==> config.mk <==
export PLATFORM = sky130hd
export DESIGN_NAME = actuator_cmd_sink
export DESIGN_NICKNAME = d
export VERILOG_FILES = /design/src/rtl/actuator_cmd_sink.sv
export SDC_FILE = /design/constraint.sdc
export NUM_CORES = 1
export LEC_CHECK = 0
export BUFFER_PORTS_ARGS = -buffer_cell sky130_fd_sc_hd__buf_2
export CORE_ASPECT_RATIO = 1.4
export CORE_MARGIN = 5
export CORE_UTILIZATION = 49
export CTS_CLUSTER_DIAMETER = 50
export CTS_CLUSTER_SIZE = 12
export DETAILED_ROUTE_END_ITERATION = 10
export GPL_ROUTABILITY_DRIVEN = 0
export PLACE_DENSITY = 0.7
export RECOVER_POWER = 100
export SLEW_MARGIN = 20
export SYNTH_ARGS = -nofsm -noshare
export SYNTH_HDL_FRONTEND = slang
export SYNTH_SLANG_ARGS = --single-unit
==> constraint.sdc <==
create_clock -name clk -period 2.1 [get_ports clk]
set_input_delay 0.21 -clock clk [delete_from_list [all_inputs] [get_ports clk]]
set_output_delay 0.21 -clock clk [all_outputs]
set_load 0.005 [all_outputs]
==> src/rtl/actuator_cmd_sink.sv <==
// Actuator command sink: decodes host write words addressed to CTRL_ID and
// drives six actuator outputs with static levels, timed pulses and a
// host-liveness watchdog that de-energises everything when the host goes quiet.
module actuator_cmd_sink #(
  parameter logic [3:0]  CTRL_ID    = 4'b0010,
  parameter int unsigned PRESCALE   = 50000,
  parameter int unsigned WDOG_TICKS = 2000
) (
  input  logic        clk,
  input  logic        rst_n,
  input  logic [3:0]  in_ctrl,
  input  logic [23:0] in_data,
  input  logic        in_wr,
  output logic [5:0]  act_out,
  output logic        busy,
  output logic        wdog_trip,
  output logic        cmd_err
);

  localparam int unsigned PW  = (PRESCALE > 2) ? $clog2(PRESCALE) : 1;
  localparam int unsigned CW  = 16;
  localparam int unsigned AW  = 6;

  localparam logic [1:0] OP_SET       = 2'b00;
  localparam logic [1:0] OP_PULSE     = 2'b01;
  localparam logic [1:0] OP_KEEPALIVE = 2'b10;
  localparam logic [1:0] OP_RSVD      = 2'b11;

  localparam logic [PW-1:0] PRESC_LAST = PW'(PRESCALE - 1);
  localparam logic [CW-1:0] WDOG_LAST  = CW'(WDOG_TICKS - 1);
  localparam logic [CW-1:0] WDOG_FULL  = CW'(WDOG_TICKS);

  typedef enum logic {IDLE, PULSE} state_t;

  state_t          state_q, state_d;
  logic [AW-1:0]   level_q, level_d;
  logic [AW-1:0]   mask_q, mask_d;
  logic [CW-1:0]   remaining_q, remaining_d;
  logic [PW-1:0]   presc_q, presc_d;
  logic [PW-1:0]   wdiv_q, wdiv_d;
  logic [CW-1:0]   wcnt_q, wcnt_d;
  logic [AW-1:0]   act_d;
  logic            busy_d;
  logic            trip_d;
  logic            err_d;

  logic            accept_c;
  logic [1:0]      opcode_c;
  logic [CW-1:0]   width_c;
  logic            presc_tick_c;
  logic            wdiv_tick_c;
  logic            wdog_fire_c;

  assign accept_c     = in_wr && (in_ctrl == CTRL_ID);
  assign opcode_c     = in_data[23:22];
  assign width_c      = in_data[21:6];
  assign presc_tick_c = (state_q == PULSE) && (presc_q == PRESC_LAST);
  assign wdiv_tick_c  = (wdiv_q == PRESC_LAST);
  assign wdog_fire_c  = !accept_c && wdiv_tick_c && (wcnt_q == WDOG_LAST);

  // State and datapath registers; outputs are registered from next-state values
  always_ff @(posedge clk or negedge rst_n) begin
    if (!rst_n) begin
      state_q     <= IDLE;
      level_q     <= '0;
      mask_q      <= '0;
      remaining_q <= '0;
      presc_q     <= '0;
      wdiv_q      <= '0;
      wcnt_q      <= '0;
      act_out     <= '0;
      busy        <= 1'b0;
      wdog_trip   <= 1'b0;
      cmd_err     <= 1'b0;
    end else begin
      state_q     <= state_d;
      level_q     <= level_d;
      mask_q      <= mask_d;
      remaining_q <= remaining_d;
      presc_q     <= presc_d;
      wdiv_q      <= wdiv_d;
      wcnt_q      <= wcnt_d;
      act_out     <= act_d;
      busy        <= busy_d;
      wdog_trip   <= trip_d;
      cmd_err     <= err_d;
    end
  end

  // Next state: pulse timing, then watchdog, then accepted command (highest priority)
  always_comb begin
    state_d     = state_q;
    level_d     = level_q;
    mask_d      = mask_q;
    remaining_d = remaining_q;
    presc_d     = presc_q;
    wdiv_d      = wdiv_tick_c ? '0 : wdiv_q + PW'(1);
    wcnt_d      = wcnt_q;
    trip_d      = wdog_trip;
    err_d       = 1'b0;

    if (state_q == PULSE) begin
      if (presc_tick_c) begin
        presc_d     = '0;
        remaining_d = remaining_q - CW'(1);
        if (remaining_q == CW'(1)) begin
          state_d = IDLE;
        end
      end else begin
        presc_d = presc_q + PW'(1);
      end
    end

    // Count stops at the trip value so the watchdog fires only once per silence
    if (wdiv_tick_c && (wcnt_q != WDOG_FULL)) begin
      wcnt_d = wcnt_q + CW'(1);
    end

    if (wdog_fire_c) begin
      level_d = '0;
      state_d = IDLE;
      presc_d = '0;
      trip_d  = 1'b1;
    end

    if (accept_c) begin
      wdiv_d = '0;
      wcnt_d = '0;
      trip_d = 1'b0;
      case (opcode_c)
        OP_SET: level_d = in_data[5:0];
        OP_PULSE: begin
          if (width_c != '0) begin
            mask_d      = in_data[5:0];
            remaining_d = width_c;
            presc_d     = '0;
            state_d     = PULSE;
          end
        end
        OP_KEEPALIVE: ;
        OP_RSVD: err_d = 1'b1;
        default: ;
      endcase
    end

    busy_d = (state_d == PULSE);
    act_d  = level_d | ((state_d == PULSE) ? mask_d : '0);
  end

endmodule
==> impl_metrics.tcl, run 1 <==
set metrics [dict create \
    power_density_nw_per_um2 820.4 \
    synth_edf_count 0 \
    core_um2 8658 \
    initial_core_util 0.5040 \
    startpoint_type "register" \
    clockBufferDepth 2 \
    synth_compound_area_frac 0.07397 \
    clock_latency_ns 0.34 \
    io_pins 40 \
    fill_cells 718 \
    die-area_um2 10920 \
    die_y_um 121.7 \
    design_area_um2 5573 \
    routedWlPerCell_um 16.67 \
    ys_types 46 \
    grt_setup_unrepaired "true" \
    arrival_ns 2.42 \
    slew_headroom 0.3685 \
    synth-simple-area-share 0.2755 \
    overflow 0 \
    diodes 0 \
    fmax_ghz 0.4634 \
    vias 3734 \
    finalSetupViolCount 9 \
    die_w_um 89.76 \
    yosys_warnings 0 \
    synth_top_family_by_area "simple AND/OR/NAND/NOR gates" \
    hp-class "in -> reg" \
    slowest_delay_ns 0.55 \
    ff2ff_path_depth 7 \
    rows 40 \
    layout_setup_ws_ns -0.05814 \
    drive_above_1_share 0.2611 \
    synth-xor-area-share 0.08830 \
    fin_skew_ns 0.006391 \
    synthCells 456 \
    finalCritPeriodShare 1.028 \
    cts_htree_levels 3 \
    path_cells "or4bb_4, nor4_4, buf_4, o2bb2ai_4, buf_6, or3_4, a21oi_2" \
    r2r-end "wcnt_q[12]" \
    leakagePower_nw 2.442 \
    postRouteAntennaNets 0 \
    slowest_stage "or4bb_4" \
    worstPathMaxFanout 7 \
    grt_pass1_wl_mm 17.60 \
    avgSynthCellArea_um2 9.571 \
    muxShareOfSynthArea 0.02810 \
    cts_root_buffer "clkbuf_16" \
    syn_nets 493 \
    cts_tree "built" \
    grt_max_degree 49 \
    clock_sinks 85 \
    ys_seq_area_frac 0.4874 \
    synthArstFlopShare 1.000 \
    dp_slack_ns -0.1576 \
    cp.required_ns 2.36 \
    netlist_area_um2 4364 \
    synth_top_flop_cell "dfrtp_1" \
    drt_first_iter_violations 213 \
    io_buffers 39 \
    drt-total-wl_mm 10.75 \
    dpl.hpwl_mm 7.010 \
    synthAdderAreaFrac 0.01720 \
    nets 575 \
    route.detailed.drc 0 \
    mostFrequentLayoutCell "dfrtp_1" \
    ys_ff_latch 85 \
    grt.total_usage 0.1978 \
    outcome "finished, violations left" \
    violations "setup timing" \
    dpl_cell_area_um2 4941 \
    startpoint "wdiv_q[5]" \
    antenna_found_initial 0 \
    via_per_inst 5.789 \
    end_kind "register" \
    timing_worst_slew_pin_value_ns 0.9472 \
    regToRegSetupSlack_ns -0.06 \
    min_period_ns 2.158 \
    hold_violations 0 \
    grt_pass1_vias 3769 \
    r2r-start "wdiv_q[5]" \
    layout_common_cells "dfrtp_1, nor2_1, nand2_1" \
    timing.final.max_slew_violations 0 \
    max-vdd-ir-drop_mv 0.6564 \
    cts_made_buffers 9 \
    syn2layout_area_growth_pct 27.69 \
    clk_pin_slew_ns 0.06 \
    maxCapViolCount 0 \
    drt_first_pass_iters 4 \
    crit_type "reg -> reg" \
    crit_end "wcnt_q[12]" \
]
kinds of logic (layout without fill, tap and decap cells):
logic type,after synthesis,in the layout
XOR/XNOR,44,44
buffers and inverters,31,113
adder cells (fa/ha/maj),6,6
flip-flops,85,85
multiplexers,11,11
AO/OA/AOI/OAI,53,54
AND/OR/NAND/NOR,226,227
critical path: cells and delay by family (launching register included):
| kind | cells | cell delay, ns |
|---|---|---|
| and+or+nand+nor | 3 | 1.14 |
| AOI/OAI and AO/OA | 2 | 0.23 |
| buffers and inverters | 2 | 0.33 |
| DFF | 1 | 0.38 |
report_power, final:
| group | leakage (nW) | total, mW | internal, mW | switching, mW |
|---|---|---|---|---|
| Combinational | 1.20 | 0.797 | 0.409 | 0.388 |
| Sequential | 1.09 | 2.12 | 1.90 | 0.222 |
| Clock | 0.148 | 1.65 | 1.05 | 0.598 |
| Total | 2.44 | 4.57 | 3.36 | 1.21 |
synth_stat cells, drive strengths merged (13+ instances only):
cell,instances,share of area
nor2,53,0.046
a21oi,13,0.015
nand3,22,0.025
xnor2,20,0.040
o21ai,26,0.030
clkbuf,14,0.012
and3,13,0.019
dfrtp,85,0.49
nand4,21,0.030
xor2,24,0.048
nand2,53,0.046
through the flow:
| step | utilization | TNS, ns | instances | hold WS (ns) | power [mW] |
|---|---|---|---|---|---|
| final | 0.6436 | -0.3332 | 645 | 0.08488 | 4.572 |
| after global routing | 0.6436 | -4.690 | 645 | 0.09689 | 4.831 |
| after CTS | 0.6240 | -0.03586 | 641 | 0.07743 | 4.568 |
| after detailed placement | 0.5707 | -2.587 | 618 | 0.2226 | 2.881 |
| after global placement | 0.5707 | -0.7107 | 618 | 0.2150 | 2.843 |
| after floorplan | - | 0 | 456 | -0.08559 | 2.555 |
how the worst min path moves through the flow:
stage                      end  cells past startpoint   startpoint
2_1_floorplan       act_out[0]                      0        rst_n
3_3_place_gp       presc_q[14]                      1        rst_n
3_5_place_dp       presc_q[14]                      1        rst_n
4_1_cts        remaining_q[11]                      3  in_data[17]
5_1_grt        remaining_q[11]                      3  in_data[17]
6_report       remaining_q[11]                      3  in_data[17]
sequential cells by signal, summed over array words and instances, names as in the netlist:
register and cells:
act_out 6, state_q 1, wdog_trip 1, cmd_err 1, mask_q 6, wcnt_q 16, wdiv_q 16, presc_q 16
remaining_q 16, level_q 6
layer usage:
layer  routed length [µm]  GRT usage
met1                 4156     0.2333
met2                 5685     0.3407
met3                  500    0.02903
met4                  408     0.1172
met5                    0          0
cell type report:
class | count | area [µm²] | area share
clock buffer | 11 | 242.7 | 0.04356
sequential | 85 | 2127 | 0.3817
tap | 105 | 131.4 | 0.02357
multi-input combinational | 342 | 2345 | 0.4207
clock inverter | 2 | 60.06 | 0.01078
inverter | 11 | 41.29 | 0.007409
timing repair buffer | 89 | 625.6 | 0.1123
what timing repair did:
item | CTS | global route
endpoints found under the hold margin | 37 | 0
hold buffers | 1 | 0
setup buffers | 7 | 5
gates cloned | 2 | 2
setup endpoints to repair | 21 | 63
gates resized for setup | 15 | 35
pin swaps | 8 | 18
Note: power is estimated with default switching activity, not from simulation.
==> run 2, diff against run 1 <==
Settings changed: PLACE_DENSITY 0.7 to 0.68, TNS_END_PERCENT from default to 10.
Clock period 2.1 ns to 2.53 ns, I/O delays scaled along.
==> run 2 against run 1 <==
- non-clock buffer count fell by 39
- worst hold slack better by 0.054 ns
- sequential power shrank 16%
- combinational power shrank 37%
- routed wire length decreased by 14%
- sequential cell count is the same
- maximum frequency shrank 9.0%
- utilization is 7.2 points lower
- global-route usage decreased by 2.1 points
- die area unchanged
- the run now ends clean
==> impl_metrics.tcl, run 2 (synthesis gave the netlist of run 1 again) <==
set metrics [dict create \
    outcome "completed" \
    fin_skew_ns 0.006393 \
    initial_core_util 0.5040 \
    worstPathMaxFanout 30 \
    io_buffers 39 \
    finalSetupTns_ns 0 \
    die_w_um 89.76 \
    die_y_um 121.7 \
    grt_pass1_wl_mm 15.93 \
    drt_first_iter_violations 155 \
    finalCoreUtilization 0.5718 \
    arrival_ns 2.62 \
    grt_setup_unrepaired "false" \
    p_total_mw 3.623 \
    dp_slack_ns 0.1734 \
    diodes 0 \
    leakagePower_nw 2.154 \
    cts_made_buffers 9 \
    hold_violations 0 \
    mostFrequentLayoutCell "dfrtp_1" \
    hp-class "in -> reg" \
    drive_above_1_share 0.1295 \
    clock_sinks 85 \
    route.detailed.drc 0 \
    cp.required_ns 2.78 \
    cts_setup_buffers 0 \
    rows 40 \
    power_density_nw_per_um2 731.7 \
    core_um2 8658 \
    via_per_inst 5.684 \
    startpoint_type "register" \
    grt.total_usage 0.1767 \
    fmax_ghz 0.4217 \
    crit_buf_inv 0 \
    cts_root_buffer "clkbuf_16" \
    timing_worst_slew_pin_value_ns 1.002 \
    die-area_um2 10920 \
    io_pins 40 \
    finalCritPeriodShare 0.9373 \
    dpl.hpwl_mm 6.662 \
    grt_pass1_vias 3447 \
    slew_headroom 0.3322 \
    design_area_um2 4951 \
    drt_first_pass_iters 4 \
    cts_htree_levels 3 \
    end_kind "register" \
    crit_type "reg -> reg" \
    path_cells "or4_4, nor4_4, o2bb2ai_2, or4_1, a21oi_1" \
    cts.repair.resized 0 \
    nets 534 \
    clock_latency_ns 0.34 \
    timing.final.max_slew_violations 0 \
    maxCapViolCount 0 \
    min_period_ns 2.371 \
    cpLargestDelayFamily "simple AND/OR/NAND/NOR gates" \
    antenna_found_initial 0 \
    cts_tree "built" \
    cts_hold_repair.buffers 1 \
    syn2layout_area_growth_pct 13.45 \
    postRouteAntennaNets 0 \
    slowest_stage "or4_4" \
    overflow 0 \
    slowest_delay_ns 0.56 \
    grt_max_degree 46 \
    finalSetupViolCount 0 \
    clockBufferDepth 2 \
    layout_setup_ws_ns 0.1587 \
    max-vdd-ir-drop_mv 0.4434 \
    drt-total-wl_mm 9.296 \
    dpl_cell_area_um2 4693 \
    layout_common_cells "dfrtp_1, nor2_1, nand2_1" \
    vias 3450 \
    clk_pin_slew_ns 0.06 \
    routedWlPerCell_um 15.31 \
]
## run 2: changes by cell type in the layout (fill, tap and decap cells not counted), sizes merged
| cell | before | now |
|---|---|---|
| clkinv | 0 | 2 |
| bufinv | 2 | 1 |
| o2bb2ai | 2 | 1 |
| clkbuf | 21 | 31 |
| and4b | 3 | 2 |
| buf | 78 | 31 |
## run 2: area by class of cell
class / instances / area (µm²)
fillers: 772 / 3707
inverters: 11 / 41.29
multi-input cells: 340 / 2102
repair buffers: 50 / 245.2
flip-flops and latches: 85 / 2127
clock buffers: 13 / 260.3
well taps: 105 / 131.4
clock inverters: 3 / 43.79
## run 2: per-layer routing
metal  vias to the layer above  global-route usage  share of wire  wire (µm)
met5                         -                   0              0          0
met4                         0             0.06805          0.018        167
met3                        13             0.04385          0.035        323
met2                        46              0.3082           0.51       4737
met1                      1703              0.2089           0.44       4067
li1                       1688                   -              -          -
## run 2: per-stage QoR
stage | hold slack, ns | std cells
after floorplan | -0.04259 | 456
after detailed placement | 0.2777 | 590
after global placement | 0.2732 | 590
final | 0.1394 | 607
after global routing | 0.1435 | 607
after CTS | 0.1264 | 607
## run 2: worst register-to-register path, delay by kind of cell (launching register included)
| family | cells | cell delay, ns |
|---|---|---|
| AO/OA/AOI/OAI | 2 | 0.47 |
| AND/OR/NAND/NOR | 3 | 1.40 |
| flip-flops | 1 | 0.41 |
## run 2: path summary, 6_finish.rpt
kind                       cells past startpoint        start         endpoint  slack, ns
min in group asynchronous                      2        rst_n      presc_q[13]       0.62
hold reg to reg                                1    wdiv_q[0]        wdiv_q[0]       0.47
max in group asynchronous                      3        rst_n  remaining_q[11]       0.67
setup reg to reg                               5    wdiv_q[7]        wcnt_q[8]       0.16
hold / removal                                 3  in_data[12]   remaining_q[6]       0.14
setup / recovery                               5    wdiv_q[7]        wcnt_q[8]       0.16
## run 2: power breakdown
part | internal, mW | total [mW] | switching (mW)
sequential | 1.58 | 1.78 | 0.208
clock | 0.819 | 1.33 | 0.513
combinational | 0.245 | 0.505 | 0.259
